<file path="src/rtl/cpu_controller.sv">
// Instruction-sequencing controller for the 8-bit RISC CPU: an 8-phase
// counter plus a halt latch, decoded into per-cycle datapath strobes.
module cpu_controller (
    input  logic       clk,
    input  logic       rst,
    input  logic [2:0] opcode,
    input  logic       zero,
    output logic       sel,
    output logic       rd,
    output logic       ld_ir,
    output logic       inc_pc,
    output logic       ld_pc,
    output logic       ld_ac,
    output logic       wr,
    output logic       data_e,
    output logic       halt,
    output logic [2:0] phase
);

    typedef enum logic [2:0] {
        PH_INST_ADDR  = 3'd0,
        PH_INST_FETCH = 3'd1,
        PH_INST_LOAD  = 3'd2,
        PH_IDLE       = 3'd3,
        PH_OP_ADDR    = 3'd4,
        PH_OP_FETCH   = 3'd5,
        PH_ALU_OP     = 3'd6,
        PH_STORE      = 3'd7
    } phase_e;

    localparam logic [2:0] OP_HLT = 3'b000;
    localparam logic [2:0] OP_SKZ = 3'b001;
    localparam logic [2:0] OP_ADD = 3'b010;
    localparam logic [2:0] OP_AND = 3'b011;
    localparam logic [2:0] OP_XOR = 3'b100;
    localparam logic [2:0] OP_LDA = 3'b101;
    localparam logic [2:0] OP_STO = 3'b110;
    localparam logic [2:0] OP_JMP = 3'b111;

    phase_e phase_q, phase_d;
    logic   halted_q, halted_d;

    logic is_hlt, is_skz, is_sto, is_jmp, alu_op;

    always_ff @(posedge clk or posedge rst) begin
        if (rst) begin
            phase_q  <= PH_INST_ADDR;
            halted_q <= 1'b0;
        end else begin
            phase_q  <= phase_d;
            halted_q <= halted_d;
        end
    end

    // Halting parks the counter on OP_ADDR; only reset leaves it.
    always_comb begin
        phase_d  = phase_q;
        halted_d = halted_q;
        if (!halted_q) begin
            if (phase_q == PH_OP_ADDR && opcode == OP_HLT) begin
                halted_d = 1'b1;
            end else begin
                phase_d = phase_e'(phase_q + 3'd1);
            end
        end
    end

    always_comb begin
        is_hlt = (opcode == OP_HLT);
        is_skz = (opcode == OP_SKZ);
        is_sto = (opcode == OP_STO);
        is_jmp = (opcode == OP_JMP);
        alu_op = (opcode == OP_ADD) || (opcode == OP_AND) ||
                 (opcode == OP_XOR) || (opcode == OP_LDA);
    end

    always_comb begin
        sel    = 1'b0;
        rd     = 1'b0;
        ld_ir  = 1'b0;
        inc_pc = 1'b0;
        ld_pc  = 1'b0;
        ld_ac  = 1'b0;
        wr     = 1'b0;
        data_e = 1'b0;
        halt   = 1'b0;
        if (halted_q) begin
            halt = 1'b1;
        end else begin
            unique case (phase_q)
                PH_INST_ADDR: begin
                    sel = 1'b1;
                end
                PH_INST_FETCH: begin
                    sel = 1'b1;
                    rd  = 1'b1;
                end
                PH_INST_LOAD, PH_IDLE: begin
                    sel   = 1'b1;
                    rd    = 1'b1;
                    ld_ir = 1'b1;
                end
                PH_OP_ADDR: begin
                    inc_pc = !is_hlt;
                    halt   = is_hlt;
                end
                PH_OP_FETCH: begin
                    rd = alu_op;
                end
                PH_ALU_OP: begin
                    rd     = alu_op;
                    inc_pc = is_skz && zero;
                    ld_pc  = is_jmp;
                    data_e = is_sto;
                end
                PH_STORE: begin
                    rd     = alu_op;
                    ld_ac  = alu_op;
                    ld_pc  = is_jmp;
                    wr     = is_sto;
                    data_e = is_sto;
                end
                default: begin
                    sel = 1'b0;
                end
            endcase
        end
    end

    assign phase = phase_q;

endmodule

</file>
<file path="config.mk">
export PLATFORM = sky130hd
export DESIGN_NAME = cpu_controller
export DESIGN_NICKNAME = d
export VERILOG_FILES = /design/src/rtl/cpu_controller.sv
export SDC_FILE = /design/constraint.sdc
export NUM_CORES = 1
export LEC_CHECK = 0
export BUFFER_PORTS_ARGS = -buffer_cell sky130_fd_sc_hd__buf_4
export CORE_AREA = 8 8 45 47
export CTS_CLUSTER_DIAMETER = 40
export DETAILED_ROUTE_END_ITERATION = 6
export DIE_AREA = 0 0 53 55
export HOLD_SLACK_MARGIN = 0.1
export MAX_ROUTING_LAYER = met4
export PLACE_DENSITY = 0.52
export SLEW_MARGIN = 20
export SYNTH_ARGS = -nofsm -noshare
export SYNTH_HDL_FRONTEND = slang
export SYNTH_SLANG_ARGS = --single-unit
</file>
<file path="constraint.sdc">
create_clock -name clk -period 1.8 [get_ports clk]
set_clock_uncertainty 0.1 [all_clocks]
set_input_delay 0.36 -clock clk [delete_from_list [all_inputs] [get_ports clk]]
set_output_delay 0.36 -clock clk [all_outputs]
set_load 0.03 [all_outputs]
</file>
**After elaboration in Yosys (flattened, before gate mapping)**

Cells that the tools add are included.

- $add $sub $neg: 1
- Eq/ne operators: 14
- Mux-type cells: 20
- Bitwise operators: 2
- Reductions and logical operators: 14

Operators with widths:

| operator | count |
|---|---|
| == test 3 bit, second input constant | 8 |
| two-way mux 1 bit | 18 |
| == test 3 x 2 -> 1 bit, second input constant | 4 |
| == test 3 x 1 -> 1 bit, second input constant | 2 |
| logical NOT 3 bit | 2 |
| OR reduction 3 bit | 2 |
| case mux 1 bit (2 select lines) | 2 |
| OR reduction 2 bit | 2 |
| OR reduction 4 bit | 1 |
| adder 3 x 1 -> 3 bit, second input constant | 1 |
| logical OR 1 bit | 3 |
| logical AND 1 bit | 2 |
| NOT 1 bit | 2 |
| AND reduction 2 bit | 1 |
| logical NOT 1 bit | 1 |

- Register bits: 4
- Bits of input ports: 6
- Output and inout port bits: 12
- Logic and storage cells: 53

**Logic depth before layout (Yosys ltp)**

- Depth after elaboration: 6
- Gate-level depth with buffers: 5
- Mapped depth without buffers: 5

**Worst setup path before layout**

No wires, ideal clock.

- Path kind: reg2out
- Start point: reg phase_q[1], in the netlist phase[1]
- End point: out ld_pc
- Data arrival time: 2.095 ns
- Required time: 1.340 ns
- Path slack: -0.755 ns
- Cell stages (with the launch flop): 5
- Path buffers: 0
- Path through: dfrtp_1 ha_1 ha_1 a21oi_1 nor4b_1

- Longest elaborated chain between the ends: 4
- Elaborated cells between the ends (all ways): 5
- Those cells by class: 2 x eq/ne; 2 x mux; 1 x reduce/logical

Ends and longest elaborated chain:

| what | RTL line | RTL |
|---|---|---|
| start, declared | 40 | `phase_e phase_q, phase_d;` |
| start signal, assigned | 50 | `phase_q <= phase_d;` |
| == test 3 bit | 90 | `unique case (phase_q)` |
| OR reduction 2 bit (no source line) * | - |  |
| two-way mux 1 bit * | 90 |  |
| two-way mux 1 bit * | 87 | `if (halted_q) begin` |
| end, declared | 12 | `output logic ld_pc,` |

Mark *: on every way between the ends. The rest lies on a longest branch, timed or not.

**Worst setup path after layout**

- Start point: reg phase_q[0], in the netlist phase[0]
- End point: out rd

- Longest elaborated chain between the ends: 4
- Elaborated cells between the ends (all ways): 10
- Those cells by class: 6 x eq/ne; 2 x mux; 2 x reduce/logical

Ends and longest elaborated chain:

| what | RTL line | RTL |
|---|---|---|
| == test 3 bit (tied with other cells) | 90 |  |
| OR reduction 3 bit (no source line) | - |  |
| case mux 1 bit (2 select lines) * | 90 |  |
| two-way mux 1 bit * | 87 |  |
| end, declared | 9 | `output logic rd,` |

Marks and branches as above.

==> metrics.md <==
| Metric | Value |
|---|---|
| Total GRT Usage | 10.38% |
| Crit-path max cell delay | 0.43 ns |
| Starting DRC count in detailed routing | 2 |
| Worst-path clk slew | ~0.040 ns |
| Register-to-Register Path Depth | 8 |
| Drt wl/cell | roughly 14 µm |
| CTS Buffer Depth | 2 |
| # setup viols final | 10 |
| P_int | 973.1 µW |
| Max Fclk | 478.9 MHz |
| Unique masters post-synth | 20 |
| Worst endpoint required time | 1.34 ns |
| Register area share after synthesis | 25.97% |
| Clock network power share | 6.5% |
| Fin. max-slew vios | 0 |
| Critical Path, Cell by Cell | inv_4 > ha_4 > or2_4 > a21oi_4 > o32ai_4 > buf_6 |
| Tmin final | 2.088 ns |
| Antenna violations before repair | 0 |
| Hold Crit Class | reg2reg |
| Ys Warns | 0 |
| Unrepaired setup endpoints after global routing | true |
| Status | finished, violations left |
| Fillers | 109 |
| Final std cells w/o fill | 97 |
| Max H-tree Level | 1 |
| Largest net degree at the start of global routing | 10 |
| Synth top area cells | dfrtp_1, ha_1, a21oi_1 |
| CP Launch Point | phase[0] |
| Routed vias/inst | just under 5 |
| Vias | 468 |
| Dpl hpwl | ~1100 µm |
| Die Ht | 55 µm |
| Crit path launch type | register |
| Dpl cell area | roughly 760 µm² |
| Worst Path Arrival | 1.63 ns |
| Switching share of power | 48.71% |
| Area grow syn2layout | 146.1% |
| Sink Count | 4 |
| Total CTS buffers | 3 |
| Dpl cells | 86 |
| Fin Setup TNS | -1.698 ns |
| Most frequent cells in the layout | buf_4, buf_6, ha_4 |
| Critical R2R Launch | phase[0] |
| Yosys top cell area share | 25.97% |
| Starting Density | 27.85% |
| Design Area, Final | 948.4 µm² |
| Max VDD drop | 0.001122 V |
| Slew margin rel. | 77.78% |
| Core area | between 0.001 and 0.0015 mm² |
| CTS tree | built |
| Worst hold slack | 0.4307 ns |
| Mean post-synth cell area | 8.758 µm² |
| Ports | 18 |
| Vias in the first global route | 501 |
| Slew @ Worst Pin | roughly 0.33 ns |
| Clk Latency, worst-skew pair | 0.24 ns |
| Number of antenna diodes | 0 |
| First-pass GRT wire length | 2180 µm |
| Gate Count Post-Synth | 44 |
| Commonest non-fill, non-tap cell in the layout | buf_4 |
| Die width | 53 µm |
| Failing checks | setup timing |
| Comb power frac | 80.3% |
| Remaining DRCs | 0 |
| Sequential Power Share | 13.3% |
| Power per cell area | 2000 mW/mm² |
| Synth Net Count | 57 |
| End of the critical path | rd |
| Nets | 95 |
| Flip-flop and latch count after synthesis | 4 |
| Largest area contributor in the netlist | dfrtp_1 |
| Crit. End Element | primary output |
| Final ANT Viol Nets | 0 |
| FP Rows | 14 |
| CP Class | reg2out |
| Final wirelength | 1403 µm |
| First-pass DRT Iterations | 4 |
| Layout cell share with drive strength beyond 1 | 85.19% |
| Clock tree root driver cell | clkbuf_4 |
| Reg2reg setup slack | -0.10 ns |
| # port buffers | 17 |
| Fin crit share | 116.0% |
| Gr ovfl total | 0 |
| Final count of hold timing violations | 0 |
| Die area | slightly below 0.003 mm² |
| Switch Pwr | 924.0 µW |
| Final worst slack | -0.2879 ns |
| Syn Std Cell Area | 385.4 µm² |
| R2r endpoint | phase[1] |
| Routability cong. | 0.6674 |
| Slowest CP cell | dfrtp_2 |
| Pre-CTS WS | -0.05148 ns |
| Pleak | ~0.39 nW |
| Worst Path Max Fanout | 4 |
| Max Cap Viol | 0 |
-- cells by family (layout without fill, tap and decap cells) --
logic type | count (synthesis) | in the layout | share of synthesized area, %
mux | 1 | 1 | 3.895
xor+xnor | 2 | 2 | 4.546
compound gates | 10 | 10 | 15.26
buf+inv | 6 | 43 | 5.844
simple gates | 14 | 14 | 21.76
flops | 4 | 4 | 25.98
fa+ha+maj | 7 | 7 | 22.73
-- metrics by stage --
| step | util, % | total power [mW] |
|---|---|---|
| after floorplan | - | 1.071 |
| after global placement | 55.06 | 1.452 |
| after detailed placement | 55.06 | 1.476 |
| after CTS | 65.19 | 1.815 |
| after global routing | 68.54 | 2.009 |
| final | 68.54 | 1.897 |
-- metal layers --
metal	share of wire (%)	up-vias	GRT usage (%)	wire [µm]
met3	5.6	2	1.604	78
met5	0	-	-	0
met4	0.57	0	7.759	8
met1	35	224	9.618	497
met2	58	13	18.95	817
li1	-	229	-	-
-- power by group through the flow --
stage	registers (mW)	clock network, mW	logic (mW)
final	0.252	0.123	1.52
after detailed placement	0.239	0	1.24
after floorplan	0.296	0	0.776
after global routing	0.262	0.132	1.62
after global placement	0.236	0	1.22
after CTS	0.251	0.130	1.43
-- synthesized netlist by cell type, drive strengths merged --
cell and number:
nor3 2, a21oi 6, clkbuf 1, inv 5
dfrtp 4, o21ai 2, nand2 2, nor2 3
or3 1, o32ai 1, nor4 2, mux2 1
nand2b 1, ha 7, xnor2 2, nor4b 2
a31oi 1, or2 1
-- worst max-delay path, delay by kind of cell (launching register included) --
kind	cells	cell delay [ns]
flops	1	0.43
compound gates	2	0.30
simple gates	1	0.27
buf+inv	2	0.22
fa+ha+maj	1	0.17
-- worst min path at each step --
stage / to / from / slack, ns / cells past startpoint
6_report: phase[2] / halted_q / 0.43 / 1
5_1_grt: phase[2] / halted_q / 0.46 / 1
4_1_cts: phase[2] / halted_q / 0.45 / 1
3_5_place_dp: halted_q / rst / 0.16 / 2
3_3_place_gp: halted_q / rst / 0.15 / 2
2_1_floorplan: halted_q / rst / 0.03 / 1
-- cell type report --
type / count / area (µm²) / area share, %
clock buffers: 4 / 26.28 / 2.770
inverters: 5 / 23.77 / 2.507
multi-input cells: 34 / 479.2 / 50.53
flip-flops and latches: 4 / 103.9 / 10.95
well taps: 16 / 20.02 / 2.111
repair buffers: 34 / 295.3 / 31.13
-- repair_timing --
action	in CTS	in global routing
hold endpoints to repair	4	0
pin swaps	3	7
resized for setup	17	5
hold buffers	1	0
setup endpoints to repair	10	11
setup buffers	3	3
-- state kept, by name (all words and copies together) (netlist names) --
| register | cells |
|---|---|
| halted_q | 1 |
| phase | 3 |
Note: power is estimated with default switching activity, not from simulation.
